File: config.mk
export PLATFORM = sky130hd
export DESIGN_NAME = spi_tx_master_flat
export DESIGN_NICKNAME = d
export VERILOG_FILES = /design/src/rtl/spi_tx_pkg.sv /design/src/rtl/spi_tx_master_if.sv /design/src/rtl/spi_tx_fifo.sv /design/src/rtl/spi_tx_master.sv /design/src/flat_wrapper.sv
export SDC_FILE = /design/constraint.sdc
export NUM_CORES = 1
export LEC_CHECK = 0
export ABC_CLOCK_PERIOD_IN_PS = 2800
export CAP_MARGIN = 5
export CORE_MARGIN = 2
export CORE_UTILIZATION = 54
export DETAILED_ROUTE_END_ITERATION = 8
export PLACE_DENSITY = 0.86
export SYNTH_ARGS = -nofsm -noshare
export SYNTH_HDL_FRONTEND = slang
export SYNTH_SLANG_ARGS = --single-unit
File: constraint.sdc
create_clock -name PCLK -period 2.8 [get_ports PCLK]
set_clock_uncertainty 0.2 [all_clocks]
set_input_delay 0.7 -clock PCLK [delete_from_list [all_inputs] [get_ports PCLK]]
set_output_delay 0.7 -clock PCLK [all_outputs]
set_load 0.05 [all_outputs]
File: src/rtl/spi_tx_pkg.sv
// Shared types and defaults for the SPI transmit master and its FIFO.
package spi_tx_pkg;

    typedef enum logic [2:0] {
        IDLE,
        SETUP,
        SHIFT_HI,
        SHIFT_LO,
        GAP
    } spi_state_e;

    localparam int DEF_DATA_W     = 16;
    localparam int DEF_SCLK_DIV   = 4;
    localparam int DEF_FIFO_DEPTH = 8;
    localparam int DEF_GAP_CYCLES = 2;

    // Occupancy needs one extra bit so that a full FIFO (count == depth) is representable
    function automatic int cnt_w(input int depth);
        return $clog2(depth) + 1;
    endfunction

endpackage

File: src/rtl/spi_tx_master_if.sv
// Word-push / status / SPI pin bundle between the APB wrapper side (master) and the transmitter (slave).
interface spi_tx_master_if #(
    parameter int DATA_W     = spi_tx_pkg::DEF_DATA_W,
    parameter int FIFO_DEPTH = spi_tx_pkg::DEF_FIFO_DEPTH
);
    localparam int CNT_W = spi_tx_pkg::cnt_w(FIFO_DEPTH);

    logic              wr_en;
    logic [DATA_W-1:0] wr_data;
    logic              clr_flags;
    logic [CNT_W-1:0]  fifo_count;
    logic              fifo_full;
    logic              fifo_empty;
    logic              busy;
    logic              overflow;
    logic              underflow;
    logic              MOSI;
    logic              CS_b;
    logic              sclk;

    modport master (
        output wr_en, wr_data, clr_flags,
        input  fifo_count, fifo_full, fifo_empty, busy, overflow, underflow, MOSI, CS_b, sclk
    );

    modport slave (
        input  wr_en, wr_data, clr_flags,
        output fifo_count, fifo_full, fifo_empty, busy, overflow, underflow, MOSI, CS_b, sclk
    );

endinterface

File: src/rtl/spi_tx_fifo.sv
// Synchronous word FIFO; a push on a full FIFO succeeds only when a pop happens in the same cycle.
module spi_tx_fifo
    import spi_tx_pkg::*;
#(
    parameter int DATA_W = DEF_DATA_W,
    parameter int DEPTH  = DEF_FIFO_DEPTH
) (
    input  logic                     PCLK,
    input  logic                     reset,
    input  logic                     push,
    input  logic [DATA_W-1:0]        din,
    input  logic                     pop,
    output logic [DATA_W-1:0]        dout,
    output logic [$clog2(DEPTH):0]   count,
    output logic                     full,
    output logic                     empty,
    output logic                     drop
);
    localparam int PTR_W = $clog2(DEPTH);

    logic [DATA_W-1:0] mem [DEPTH];
    logic [PTR_W-1:0]  wp;
    logic [PTR_W-1:0]  rp;
    logic              do_push;
    logic              do_pop;

    assign empty   = (count == '0);
    assign full    = (count == (PTR_W + 1)'(DEPTH));
    assign do_pop  = pop && !empty;
    assign do_push = push && (!full || do_pop);
    assign drop    = push && full && !do_pop;
    assign dout    = mem[rp];

    always_ff @(posedge PCLK) begin
        if (do_push) mem[wp] <= din;
    end

    always_ff @(posedge PCLK or posedge reset) begin
        if (reset) begin
            wp    <= '0;
            rp    <= '0;
            count <= '0;
        end else begin
            if (do_push) wp <= wp + 1'b1;
            if (do_pop)  rp <= rp + 1'b1;
            case ({do_push, do_pop})
                2'b10:   count <= count + 1'b1;
                2'b01:   count <= count - 1'b1;
                default: ;
            endcase
        end
    end

endmodule

File: src/rtl/spi_tx_master.sv
// SPI mode-0 MSB-first transmitter fed from spi_tx_fifo, one word per CS_b assertion.
// Optional SPI_TX_CONT_EN: re-send the last word when the FIFO runs dry and flag underflow.
module spi_tx_master
    import spi_tx_pkg::*;
#(
    parameter int DATA_W     = DEF_DATA_W,
    parameter int SCLK_DIV   = DEF_SCLK_DIV,
    parameter int FIFO_DEPTH = DEF_FIFO_DEPTH,
    parameter int GAP_CYCLES = DEF_GAP_CYCLES
) (
    input  logic           PCLK,
    input  logic           reset,
    spi_tx_master_if.slave bus
);
    localparam int               CNT_W    = cnt_w(FIFO_DEPTH);
    localparam int               BIT_W    = $clog2(DATA_W);
    localparam logic [7:0]       PH_LAST  = 8'(SCLK_DIV - 1);
    localparam logic [7:0]       GAP_LAST = 8'(GAP_CYCLES - 1);
    localparam logic [BIT_W-1:0] BIT_LAST = BIT_W'(DATA_W - 1);

    spi_state_e        state;
    logic [7:0]        phase;
    logic [BIT_W-1:0]  bit_cnt;
    logic [DATA_W-1:0] sh_q;
    logic [DATA_W-1:0] fifo_dout;
    logic [CNT_W-1:0]  fifo_count;
    logic              fifo_full;
    logic              fifo_empty;
    logic              fifo_drop;
    logic              pop;
    logic              ph_done;
    logic              gap_done;
    logic              last_bit;
    logic              cs_b_q;
    logic              sclk_q;
    logic              mosi_q;
    logic              busy_q;
    logic              ovf_q;

    assign pop      = (state == IDLE) && !fifo_empty;
    assign ph_done  = (phase == PH_LAST);
    assign gap_done = (phase == GAP_LAST);
    assign last_bit = (bit_cnt == BIT_LAST);

    spi_tx_fifo #(
        .DATA_W (DATA_W),
        .DEPTH  (FIFO_DEPTH)
    ) u_fifo (
        .PCLK   (PCLK),
        .reset  (reset),
        .push   (bus.wr_en),
        .din    (bus.wr_data),
        .pop    (pop),
        .dout   (fifo_dout),
        .count  (fifo_count),
        .full   (fifo_full),
        .empty  (fifo_empty),
        .drop   (fifo_drop)
    );

`ifdef SPI_TX_CONT_EN
    logic [DATA_W-1:0] last_q;
    logic              udf_q;

    always_ff @(posedge PCLK or posedge reset) begin
        if (reset) begin
            last_q <= '0;
            udf_q  <= 1'b0;
        end else begin
            if (pop) last_q <= fifo_dout;
            if ((state == GAP) && gap_done && fifo_empty) udf_q <= 1'b1;
            else if (bus.clr_flags)                        udf_q <= 1'b0;
        end
    end

    assign bus.underflow = udf_q;
`else
    assign bus.underflow = 1'b0;
`endif

    always_ff @(posedge PCLK or posedge reset) begin
        if (reset) begin
            state   <= IDLE;
            phase   <= '0;
            bit_cnt <= '0;
            sh_q    <= '0;
            cs_b_q  <= 1'b1;
            sclk_q  <= 1'b0;
            mosi_q  <= 1'b0;
            busy_q  <= 1'b0;
        end else begin
            phase <= phase + 8'd1;
            case (state)
                IDLE: begin
                    phase <= '0;
                    if (!fifo_empty) begin
                        state   <= SETUP;
                        bit_cnt <= '0;
                        sh_q    <= fifo_dout;
                        mosi_q  <= fifo_dout[DATA_W-1];
                        cs_b_q  <= 1'b0;
                        busy_q  <= 1'b1;
                    end
                end
                SETUP: begin
                    if (ph_done) begin
                        state  <= SHIFT_HI;
                        phase  <= '0;
                        sclk_q <= 1'b1;
                    end
                end
                SHIFT_HI: begin
                    // Final bit is held through its low phase as the slave hold time
                    if (ph_done) begin
                        state  <= SHIFT_LO;
                        phase  <= '0;
                        sclk_q <= 1'b0;
                        if (!last_bit) begin
                            sh_q   <= sh_q << 1;
                            mosi_q <= sh_q[DATA_W-2];
                        end
                    end
                end
                SHIFT_LO: begin
                    if (ph_done) begin
                        phase   <= '0;
                        bit_cnt <= bit_cnt + 1'b1;
                        if (last_bit) begin
                            state  <= GAP;
                            cs_b_q <= 1'b1;
                            mosi_q <= 1'b0;
                        end else begin
                            state  <= SHIFT_HI;
                            sclk_q <= 1'b1;
                        end
                    end
                end
                GAP: begin
                    if (gap_done) begin
                        phase <= '0;
`ifdef SPI_TX_CONT_EN
                        if (fifo_empty) begin
                            state   <= SETUP;
                            bit_cnt <= '0;
                            sh_q    <= last_q;
                            mosi_q  <= last_q[DATA_W-1];
                            cs_b_q  <= 1'b0;
                        end else begin
                            state  <= IDLE;
                            busy_q <= 1'b0;
                        end
`else
                        state  <= IDLE;
                        busy_q <= 1'b0;
`endif
                    end
                end
                default: begin
                    state  <= IDLE;
                    phase  <= '0;
                    cs_b_q <= 1'b1;
                    sclk_q <= 1'b0;
                    mosi_q <= 1'b0;
                    busy_q <= 1'b0;
                end
            endcase
        end
    end

    always_ff @(posedge PCLK or posedge reset) begin
        if (reset)              ovf_q <= 1'b0;
        else if (fifo_drop)     ovf_q <= 1'b1;
        else if (bus.clr_flags) ovf_q <= 1'b0;
    end

    assign bus.fifo_count = fifo_count;
    assign bus.fifo_full  = fifo_full;
    assign bus.fifo_empty = fifo_empty;
    assign bus.busy       = busy_q;
    assign bus.overflow   = ovf_q;
    assign bus.MOSI       = mosi_q;
    assign bus.CS_b       = cs_b_q;
    assign bus.sclk       = sclk_q;

endmodule
File: src/flat_wrapper.sv
// flat-port wrapper written by rule: the top's interface ports become plain ports
module spi_tx_master_flat import spi_tx_pkg::*;
#(
    parameter int DATA_W     = DEF_DATA_W,
    parameter int SCLK_DIV   = DEF_SCLK_DIV,
    parameter int FIFO_DEPTH = DEF_FIFO_DEPTH,
    parameter int GAP_CYCLES = DEF_GAP_CYCLES
)
  (PCLK, reset, bus_wr_en, bus_wr_data, bus_clr_flags, bus_fifo_count, bus_fifo_full, bus_fifo_empty, bus_busy, bus_overflow, bus_underflow, bus_MOSI, bus_CS_b, bus_sclk);
  spi_tx_master_if #(.DATA_W(DATA_W), .FIFO_DEPTH(FIFO_DEPTH)) bus_i ();
  input  logic PCLK;
  input  logic reset;
  input wire logic [$bits(bus_i.wr_en)-1:0] bus_wr_en;
  input wire logic [$bits(bus_i.wr_data)-1:0] bus_wr_data;
  input wire logic [$bits(bus_i.clr_flags)-1:0] bus_clr_flags;
  output wire logic [$bits(bus_i.fifo_count)-1:0] bus_fifo_count;
  output wire logic [$bits(bus_i.fifo_full)-1:0] bus_fifo_full;
  output wire logic [$bits(bus_i.fifo_empty)-1:0] bus_fifo_empty;
  output wire logic [$bits(bus_i.busy)-1:0] bus_busy;
  output wire logic [$bits(bus_i.overflow)-1:0] bus_overflow;
  output wire logic [$bits(bus_i.underflow)-1:0] bus_underflow;
  output wire logic [$bits(bus_i.MOSI)-1:0] bus_MOSI;
  output wire logic [$bits(bus_i.CS_b)-1:0] bus_CS_b;
  output wire logic [$bits(bus_i.sclk)-1:0] bus_sclk;
  assign bus_i.wr_en = bus_wr_en;
  assign bus_i.wr_data = bus_wr_data;
  assign bus_i.clr_flags = bus_clr_flags;
  assign bus_fifo_count = bus_i.fifo_count;
  assign bus_fifo_full = bus_i.fifo_full;
  assign bus_fifo_empty = bus_i.fifo_empty;
  assign bus_busy = bus_i.busy;
  assign bus_overflow = bus_i.overflow;
  assign bus_underflow = bus_i.underflow;
  assign bus_MOSI = bus_i.MOSI;
  assign bus_CS_b = bus_i.CS_b;
  assign bus_sclk = bus_i.sclk;
  spi_tx_master #(.DATA_W(DATA_W), .SCLK_DIV(SCLK_DIV), .FIFO_DEPTH(FIFO_DEPTH), .GAP_CYCLES(GAP_CYCLES)) u_core (.PCLK(PCLK), .reset(reset), .bus(bus_i));
endmodule
# == After elaboration in Yosys (flattened, before gate mapping) ==
# Memory sizes are Yosys's and may differ from the RTL's.
# Cells that the tools add are included.
# word_totals
ff_bits,45
latchBits,0
ramBits,128
mem_bits_ro,0
inputBits,20
output_inout_bits,12
wordCells,107
memories,1
# classes
add_sub_neg,6
mul,0
div_mod_pow,0
n_lt_le_gt_ge,0
n_eq_ne,18
shift,0
mux,40
n_bitwise,4
reduce_logical,26
# mem_list
name,words,word_bits,read_ports,rd_clocked_by_memory_dff,write_ports,line,rtl
u_core.u_fifo.mem,8,16,1,0,1,spi_tx_fifo.sv:21,logic [DATA_W-1:0] mem [DEPTH];
# ops
operator,n
$mux W15,3
$pmux W15 S2,1
$mux W1,18
$mux W3,6
$mux W8,2
$pmux W4 S2,2
$pmux W8 S2,1
$pmux W3 S5,1
$ne A2 B1 Y1 const B,5
$reduce_and A5 Y1,2
$add A4 B1 Y4 const B,2
$add A8 B1 Y8 const B,1
$eq A4 B4 Y1 const B,2
$eq A8 B1 Y1 const B,1
$eq A8 B2 Y1 const B,1
$mux W4,2
$pmux W1 S4,2
$reduce_and A4 Y1,2
$reduce_bool A2 Y1,4
$add A3 B1 Y3 const B,2
$eq A3 B2 Y1 const B,2
$ne A2 B2 Y1 const B,3
$pmux W1 S3,2
$reduce_and A3 Y1,2
other kinds (14),25

# == Longest topological paths before layout ==
# Gate-level depths: netlist (run 1).
# logic_depth
ltp_word,8
ltp_mapped,9
depth_no_buf,8

# == Modules after synthesis ==
# From an unflattened synthesis (run 1), not the netlist that was laid out.
# unflattened
hier_cells,421
hier_area_um2,7369.6
# modules_own_cells
module,n_inst,cells_each,area_per_inst_um2,seq_area_each_um2
spi_tx_fifo,1,259,5511.5,4093.9
spi_tx_master,1,162,1858.0,877.1

# == Least setup slack after synthesis (run 1) ==
# No wires, ideal clock.
# synth_path
path_kind,reg-to-reg
startpoint,register u_core.u_fifo.count[1]
endpoint,memory u_core.u_fifo.mem[0][0] (netlist name) (enable)
setup_ns,0.409
arrival_ns,2.623
required_ns,2.191
path_slack_ns,-0.432
stages_incl_launch_ff,5
n_path_buf,0
period_less_slack_ns,3.232
cell_sequence,dfrtp_1 > nor4b_2 > a21boi_2 > nand2b_1 > nor3_1
# synth_via
word_cells_on_any_way,10
cone_classes,eq/ne: 1; mux: 2; reduce/logical: 7
# synth_rtl
item,line,rtl
"start, declared",spi_tx_fifo.sv:14,"output logic [$clog2(DEPTH):0] count,"
"start signal, assigned",spi_tx_fifo.sv:47,2'b10: count <= count + 1'b1;
"start signal, assigned",spi_tx_fifo.sv:48,2'b01: count <= count - 1'b1;
$eq A4 B4 Y1,spi_tx_fifo.sv:28,assign full = (count == (PTR_W + 1)'(DEPTH));
via bus_fifo_full,flat_wrapper.sv:17,output wire logic [$bits(bus_i.fifo_full)-1:0] bus_fifo_full;
$logic_not A1 Y1,spi_tx_fifo.sv:30,assign do_push = push && (!full || do_pop);
$logic_or A1 B1 Y1,spi_tx_fifo.sv:30,
$logic_and A1 B1 Y1,spi_tx_fifo.sv:30,
$mux W1,spi_tx_fifo.sv:35,if (do_push) mem[wp] <= din;
$mux W1 (not written as such),spi_tx_fifo.sv:35,
"end, declared",spi_tx_fifo.sv:21,
# The timed path passes the listed nets, and every way through them passes these cells.

# == Final worst setup path (run 1) ==
# layout_path
startpoint,register u_core.u_fifo.count[0]
endpoint,output bus_fifo_empty
# layout_via
elab_chain_cells,1
# layout_lines
item,line,rtl
$logic_not A4 Y1,spi_tx_fifo.sv:27,assign empty = (count == '0);
"end, declared",flat_wrapper.sv:18,output wire logic [$bits(bus_i.fifo_empty)-1:0] bus_fifo_empty;
# No other way between the ends.

==> impl_metrics.yaml, run 1 <==
die:
  placement_rows: 42
  die-width_um: 120
  starting_utilization_of_the_core_area_pct: 55.1
  die_h_um: 120
  floorplan.die_area_mm2: 0.0144
  io-pin-count: 32
  design.core.area_mm2: 0.0132
finish:
  areaGrowthSynthToFinish_pct: 17.5
  final-seq-area_mm2: 0.00497
  layout.filler_cells: 899
  post_route_cells_drive_above_1_share_pct: 15.4
  antenna_cells_inserted: 0
  layout_commonest_cell: "edfxtp_1"
  multi_input_area_mm2: 0.00214
  layout.nets: 579
  layout_common_cells: "edfxtp_1, mux2i_1, dfrtp_1, nor2_1, o22ai_1"
routing:
  post_drt_wl_per_cell_um: 20.1
  drc: 0
  ant_nets: 0
  drt-pass1-iter-count: 6
  drt-initial-drc-count: 547
  vias_per_cell: 5.98
  wirelength_um: 14900
  dr_total_vias: 4439
sta:
  final-setup-viol-count: 0
  peak_clock_frequency_supported_by_timing_mhz: 368
  grt_setup_unrepaired: "no"
  timing.final.max_slew_violations: 0
  finalWorstPathRequiredPeriod_ns: 2.72
  measured_slew_at_the_worst_slew_check_pin_ns: 0.824
  hold_viol_final: 0
  final_min_period_over_clock_period_pct: 97.1
  max_slew_margin_pct: 44.7
  layout_setup_ws_ns: 0.0804
  setup-tns-final_ns: 0
clock_network:
  cts_hold_buf: 0
  numCtsBuffers: 17
  clock_tree.buffer_depth: 2
  cts_root_buf: "clkbuf_16"
  worst_setup_hold_path_clk_slew_ns: 0.06
  insertion_delay_ns: 0.42
  cts_sinks: 173
  cts.htree.levels: 4
  tritoncts_clock_tree: "built"
  setup_bufs_post_cts: 0
  postCtsResizedCells: 0
worst_hold_path:
  timing.hold.worst.class: "register to register"
  end_point_of_the_most_critical_hold_path: "u_core.sh_q[14]"
  hold_path_depth: 2
  hold_start: "u_core.sh_q[14]"
logic_synthesis:
  syn_nets: 528
  synth-seq-area-share_pct: 68.4
  number_of_synthesized_register_bits: 173
  synthArstFlopShare_pct: 26.0
  synth_ff_type: "edfxtp_1"
  synthCells: 502
  synthesized_cell_area_mm2: 0.00727
  synth_edf_count: 128
  synth_cell_type_count: 60
  yosys_warnings: 0
  postSynthAreaPerCell_um2: 14.5
power:
  power.static_leakage_nw: 3.16
  power_density_mw_per_mm2: 1070
  worst_ir_drop_vdd_uv: 653
worst_setup_path:
  rr_startpoint: "u_core.phase[0]"
  reg2regPathDepth: 5
  timing.critical_path.to_type: "output pin"
  start_kind: "register"
  crit_fanout: 7
  worstReg2RegEnd: "u_core.sh_q[6]"
  worst_ep_required_time_ns: 1.90
  worst_ep_arrival_time_ns: 1.82
  criticalPathCategory: "register to output pin"
  reg2reg_slack_ns: 0.34
placement:
  place.gp.congestion: 0.815
  place.port_buffers: 30
  dp_hpwl_um: 9910
  place_worst_setup_slack_ns: 0.107
global_routing:
  grt_pass1_vias: 4463
  grt_antenna_before_repair: 0
  grt_overflow: 0
  globalRouteTotalUtil_pct: 22.2
  grt_first_pass_wirelength_um: 23600
  grt_start_max_net_pins: 33
outcome:
  run_status: "finished, final reports clean"
job:
  max-cap-violations: 0
[Yosys cell counts (5+ instances only)]
cell        n  area, µm²
ha_1        6       75.1
nand2b_1    5       31.3
xnor2_1     5       43.8
mux2i_1    61        611
nand2_1    27        101
nor2_1     39        146
o21ai_0    17       85.1
inv_1       5       18.8
clkbuf_1   11       41.3
buf_2      10       50.1
edfxtp_1  128       3840
mux2_2      5       56.3
o31ai_1    14        105
a21oi_1     7       35.0
dfrtp_1    44       1100
nand3_1     7       35.0
xor2_1      9       78.8
nor3_1     19       95.1
o22ai_1    30        188
[how the worst max path moves through the flow]
stage,slack [ns],cells past startpoint,endpoint,from
global placement,0.16,5,u_core.u_fifo.mem[6][3],bus_wr_en
finish,0.08,3,bus_fifo_empty,u_core.u_fifo.count[0]
global route,0.01,3,bus_fifo_empty,u_core.u_fifo.count[0]
detailed placement,0.11,5,u_core.u_fifo.mem[4][2],bus_wr_en
floorplan,0.07,4,u_core.u_fifo.mem[6][0],u_core.u_fifo.count[1]
CTS,0.06,3,bus_fifo_empty,u_core.u_fifo.count[0]
[cells by family (layout without fill, tap and decap cells)]
group                    Yosys count  after routing  share of synthesized area (%)
AO/OA/AOI/OAI                     84             84                           7.76
flip-flops                       173            173                           68.4
multiplexers                      69             69                           10.0
adder cells (fa/ha/maj)            6              6                           1.03
other                              1              1                         0.0516
buffers and inverters             33             97                           2.43
XOR/XNOR                          14             14                           1.69
AND/OR/NAND/NOR                  122            122                           8.66
[flip-flops by register name, indices dropped and copies added, names as in the netlist]
name,flops
u_core.bit_cnt,4
u_core.bus.CS_b,1
u_core.bus.MOSI,1
u_core.bus.busy,1
u_core.bus.overflow,1
u_core.bus.sclk,1
u_core.phase,8
u_core.sh_q,15
u_core.state,3
u_core.u_fifo.count,4
u_core.u_fifo.mem,128
u_core.u_fifo.rp,3
u_core.u_fifo.wp,3
[critical path: stages, from the launching register on]
cell and delay, ns:
dfrtp_1 0.49, or4_4 0.65, inv_2 0.12, buf_12 0.14
[layout make-up]
cell class | count | area share, %
sequential | 173 | 58.3
timing repair buffer | 59 | 6.74
inverter | 6 | 0.264
tap | 176 | 2.58
multi-input combinational | 296 | 25.1
clock inverter | 10 | 1.64
clock buffer | 22 | 5.44
[power by group]
part	internal (mW)	leakage [nW]	switching (mW)
registers	3.26	1.72	0.440
logic	1.25	1.15	1.77
clock network	1.45	0.287	0.931
[per-layer routing]
metal / GRT usage [%] / share of wire (%)
met3: 5.94 / 7.1
met4: 8.82 / 2.4
met5: 0 / 0
met2: 35.6 / 49
met1: 29.1 / 41
[through the flow]
step	power [mW]	hold WS, ns	utilization, %	cells	area [µm²]
global route	9.53	0.335	64.7	742	8540
CTS	9.11	0.312	64.7	742	8540
finish	9.11	0.308	64.7	742	8540
detailed placement	6.71	0.292	60.1	710	7930
global placement	6.57	0.286	60.1	710	7930
floorplan	5.85	0.265	-	502	7290
Note: power is estimated with default switching activity, not from simulation.
==> run 2: changes to the inputs <==
SLEW_MARGIN = 5   (was unset)
==> results of run 2 <==
No change in the layout: final DEF, timing and power equal those of run 1.
==> run 3: changes to the inputs <==
PLACE_DENSITY = unset   (was 0.86)
PLACE_DENSITY_LB_ADDON = 0.05   (was unset)
SETUP_SLACK_MARGIN = 0.4   (was unset)
==> run 3 against run 2 <==
Net effect:
- sequential cell count unchanged
- fmax is 6.8% higher
- critical path depth unchanged
- total power grew 0.21%
- global-route usage is 0.78 points lower
- combinational power rose by 7.9%
- die area did not move
- via count decreased by 2.0%
- sequential share of layout area is 1.3 points lower
==> impl_metrics.yaml, run 3 (synthesis gave the netlist of run 1 again) <==
global_routing:
  grt_pass1_vias: 4161
  grt_first_pass_wirelength_um: 22800
  grt_start_max_net_pins: 28
  grt_antenna_before_repair: 0
  grt_overflow: 0
  globalRouteTotalUtil_pct: 21.5
worst_setup_path:
  max_stage_delay_ns: 0.57
  criticalPathCategory: "register to output pin"
  reg2reg_slack_ns: 0.45
  worst_ep_required_time_ns: 1.90
  rr_startpoint: "u_core.u_fifo.count[1]"
  reg2regPathDepth: 7
  start_kind: "register"
  crit_fanout: 5
  critical-path-slowest-cell: "or4_4"
  worst_ep_arrival_time_ns: 1.65
  path_cells: "or4_4, inv_8, buf_12"
  timing.critical_path.to_type: "output pin"
  worstReg2RegEnd: "u_core.u_fifo.count[1]"
placement:
  place_worst_setup_slack_ns: 0.115
  place.port_buffers: 30
  placed_cells: 707
  dp_hpwl_um: 9620
  place.gp.congestion: 0.805
sta:
  final_min_period_over_clock_period_pct: 90.9
  setup-tns-final_ns: 0
  holdWs_ns: 0.312
  peak_clock_frequency_supported_by_timing_mhz: 393
  final-setup-viol-count: 0
  hold_viol_final: 0
  measured_slew_at_the_worst_slew_check_pin_ns: 0.577
  timing.final.max_slew_violations: 0
  grt_setup_unrepaired: "yes"
  layout_setup_ws_ns: 0.255
  max_slew_margin_pct: 61.5
  finalWorstPathRequiredPeriod_ns: 2.55
finish:
  layout_common_cells: "edfxtp_1, mux2i_1, dfrtp_1, nor2_1, o22ai_1"
  post_route_cells_drive_above_1_share_pct: 19.7
  areaGrowthSynthToFinish_pct: 20.3
  max_reg_flops: 128
  layout_commonest_cell: "edfxtp_1"
  layout.nets: 588
  antenna_cells_inserted: 0
  finish.cell_count_without_fillers: 750
  largestRegisters: "u_core.u_fifo.mem: 128 flops, u_core.sh_q: 15 flops, u_core.phase: 8 flops"
  top_register: "u_core.u_fifo.mem"
die:
  starting_utilization_of_the_core_area_pct: 55.1
  die-width_um: 120
  floorplan.die_area_mm2: 0.0144
  placement_rows: 42
  design.core.area_mm2: 0.0132
  io-pin-count: 32
  die_h_um: 120
outcome:
  run_status: "finished, final reports clean"
worst_hold_path:
  hold_start: "u_core.bit_cnt[0]"
  end_point_of_the_most_critical_hold_path: "u_core.bit_cnt[0]"
  hold_path_depth: 1
  timing.hold.worst.class: "register to register"
clock_network:
  numCtsBuffers: 17
  worst_setup_hold_path_clk_slew_ns: 0.06
  clock_tree.buffer_depth: 2
  cts_hold_buf: 0
  cts.htree.levels: 4
  cts_root_buf: "clkbuf_16"
  insertion_delay_ns: 0.42
  cts_sinks: 173
  tritoncts_clock_tree: "built"
routing:
  post_drt_wl_per_cell_um: 19.4
  dr_wl_met2_um: 7050
  drt-initial-drc-count: 272
  vias_per_cell: 5.80
  route.top_layer_used: "met4"
  wirelength_um: 14600
  ant_nets: 0
  wl_met3_um: 867
  drt-pass1-iter-count: 6
  dr_total_vias: 4352
  met1_length_um: 6430
  drc: 0
power:
  power.static_leakage_nw: 3.22
  power_density_mw_per_mm2: 1040
  worst_ir_drop_vdd_uv: 728
job:
  max-cap-violations: 0
-- run 3: cell count changes in the layout (fill, tap and decap cells not counted), moves of 3 or more --
cell	previous run	this run
nor2_4	0	6
dfrtp_1	43	39
nor2_1	39	33
clkdlybuf4s50_1	28	19
dlygate4sd2_1	0	8
buf_12	5	11
nor3_4	0	3
dfrtp_2	0	4
-- run 3: metrics by stage --
stage	power [mW]	util (%)	instance area [µm²]
finish	9.13	66.3	8740
global route	9.61	66.3	8740
CTS	9.02	65.4	8630
detailed placement	6.86	61.3	8080
global placement	6.77	61.3	8080
floorplan	5.94	-	7390
-- run 3: worst max path at each step --
stage,cells past startpoint,endpoint,slack [ns],start
6_report,3,bus_fifo_empty,0.25,u_core.u_fifo.count[1]
5_1_grt,3,bus_fifo_full,0.20,u_core.u_fifo.count[1]
4_1_cts,3,bus_fifo_empty,0.17,u_core.u_fifo.count[1]
3_5_place_dp,5,u_core.u_fifo.count[1],0.12,bus_wr_en
3_3_place_gp,5,u_core.u_fifo.mem[1][9],0.19,bus_wr_en
2_1_floorplan,6,u_core.u_fifo.mem[0][0],0.36,u_core.state[0]
-- run 3: cell type report --
| type | instances | area, µm² |
|---|---|---|
| clock buffers | 19 | 433 |
| clock inverters | 12 | 115 |
| fillers | 993 | 4450 |
| inverters | 6 | 30.0 |
| multi-input cells | 296 | 2250 |
| flip-flops and latches | 173 | 4980 |
| well taps | 176 | 220 |
| repair buffers | 68 | 716 |
-- run 3: repair_timing --
| action | in CTS | in global routing |
|---|---|---|
| endpoints found under the setup margin | 26 | 19 |
| resized for setup | 11 | 9 |
| pin swaps | 1 | 6 |
| buffers inserted | 1 | 11 |
| gates cloned | 0 | 0 |
-- run 3: power by group --
part	switching [mW]	total (mW)	internal [mW]	leakage (nW)
clock network	0.967	2.19	1.23	0.255
registers	0.397	3.66	3.26	1.71
logic	1.88	3.27	1.39	1.25
-- run 3: worst max-delay path, delay by kind of cell, from the launching register on --
family,cells,cell delay [ns]
buf+inv,2,0.20
flops,1,0.45
simple gates,1,0.57
-- run 3: routing by layer --
metal,up-vias,track usage (%)
met4,0,7.50
met3,26,5.37
met5,-,0
met2,146,33.2
li1,2032,-
met1,2148,29.8
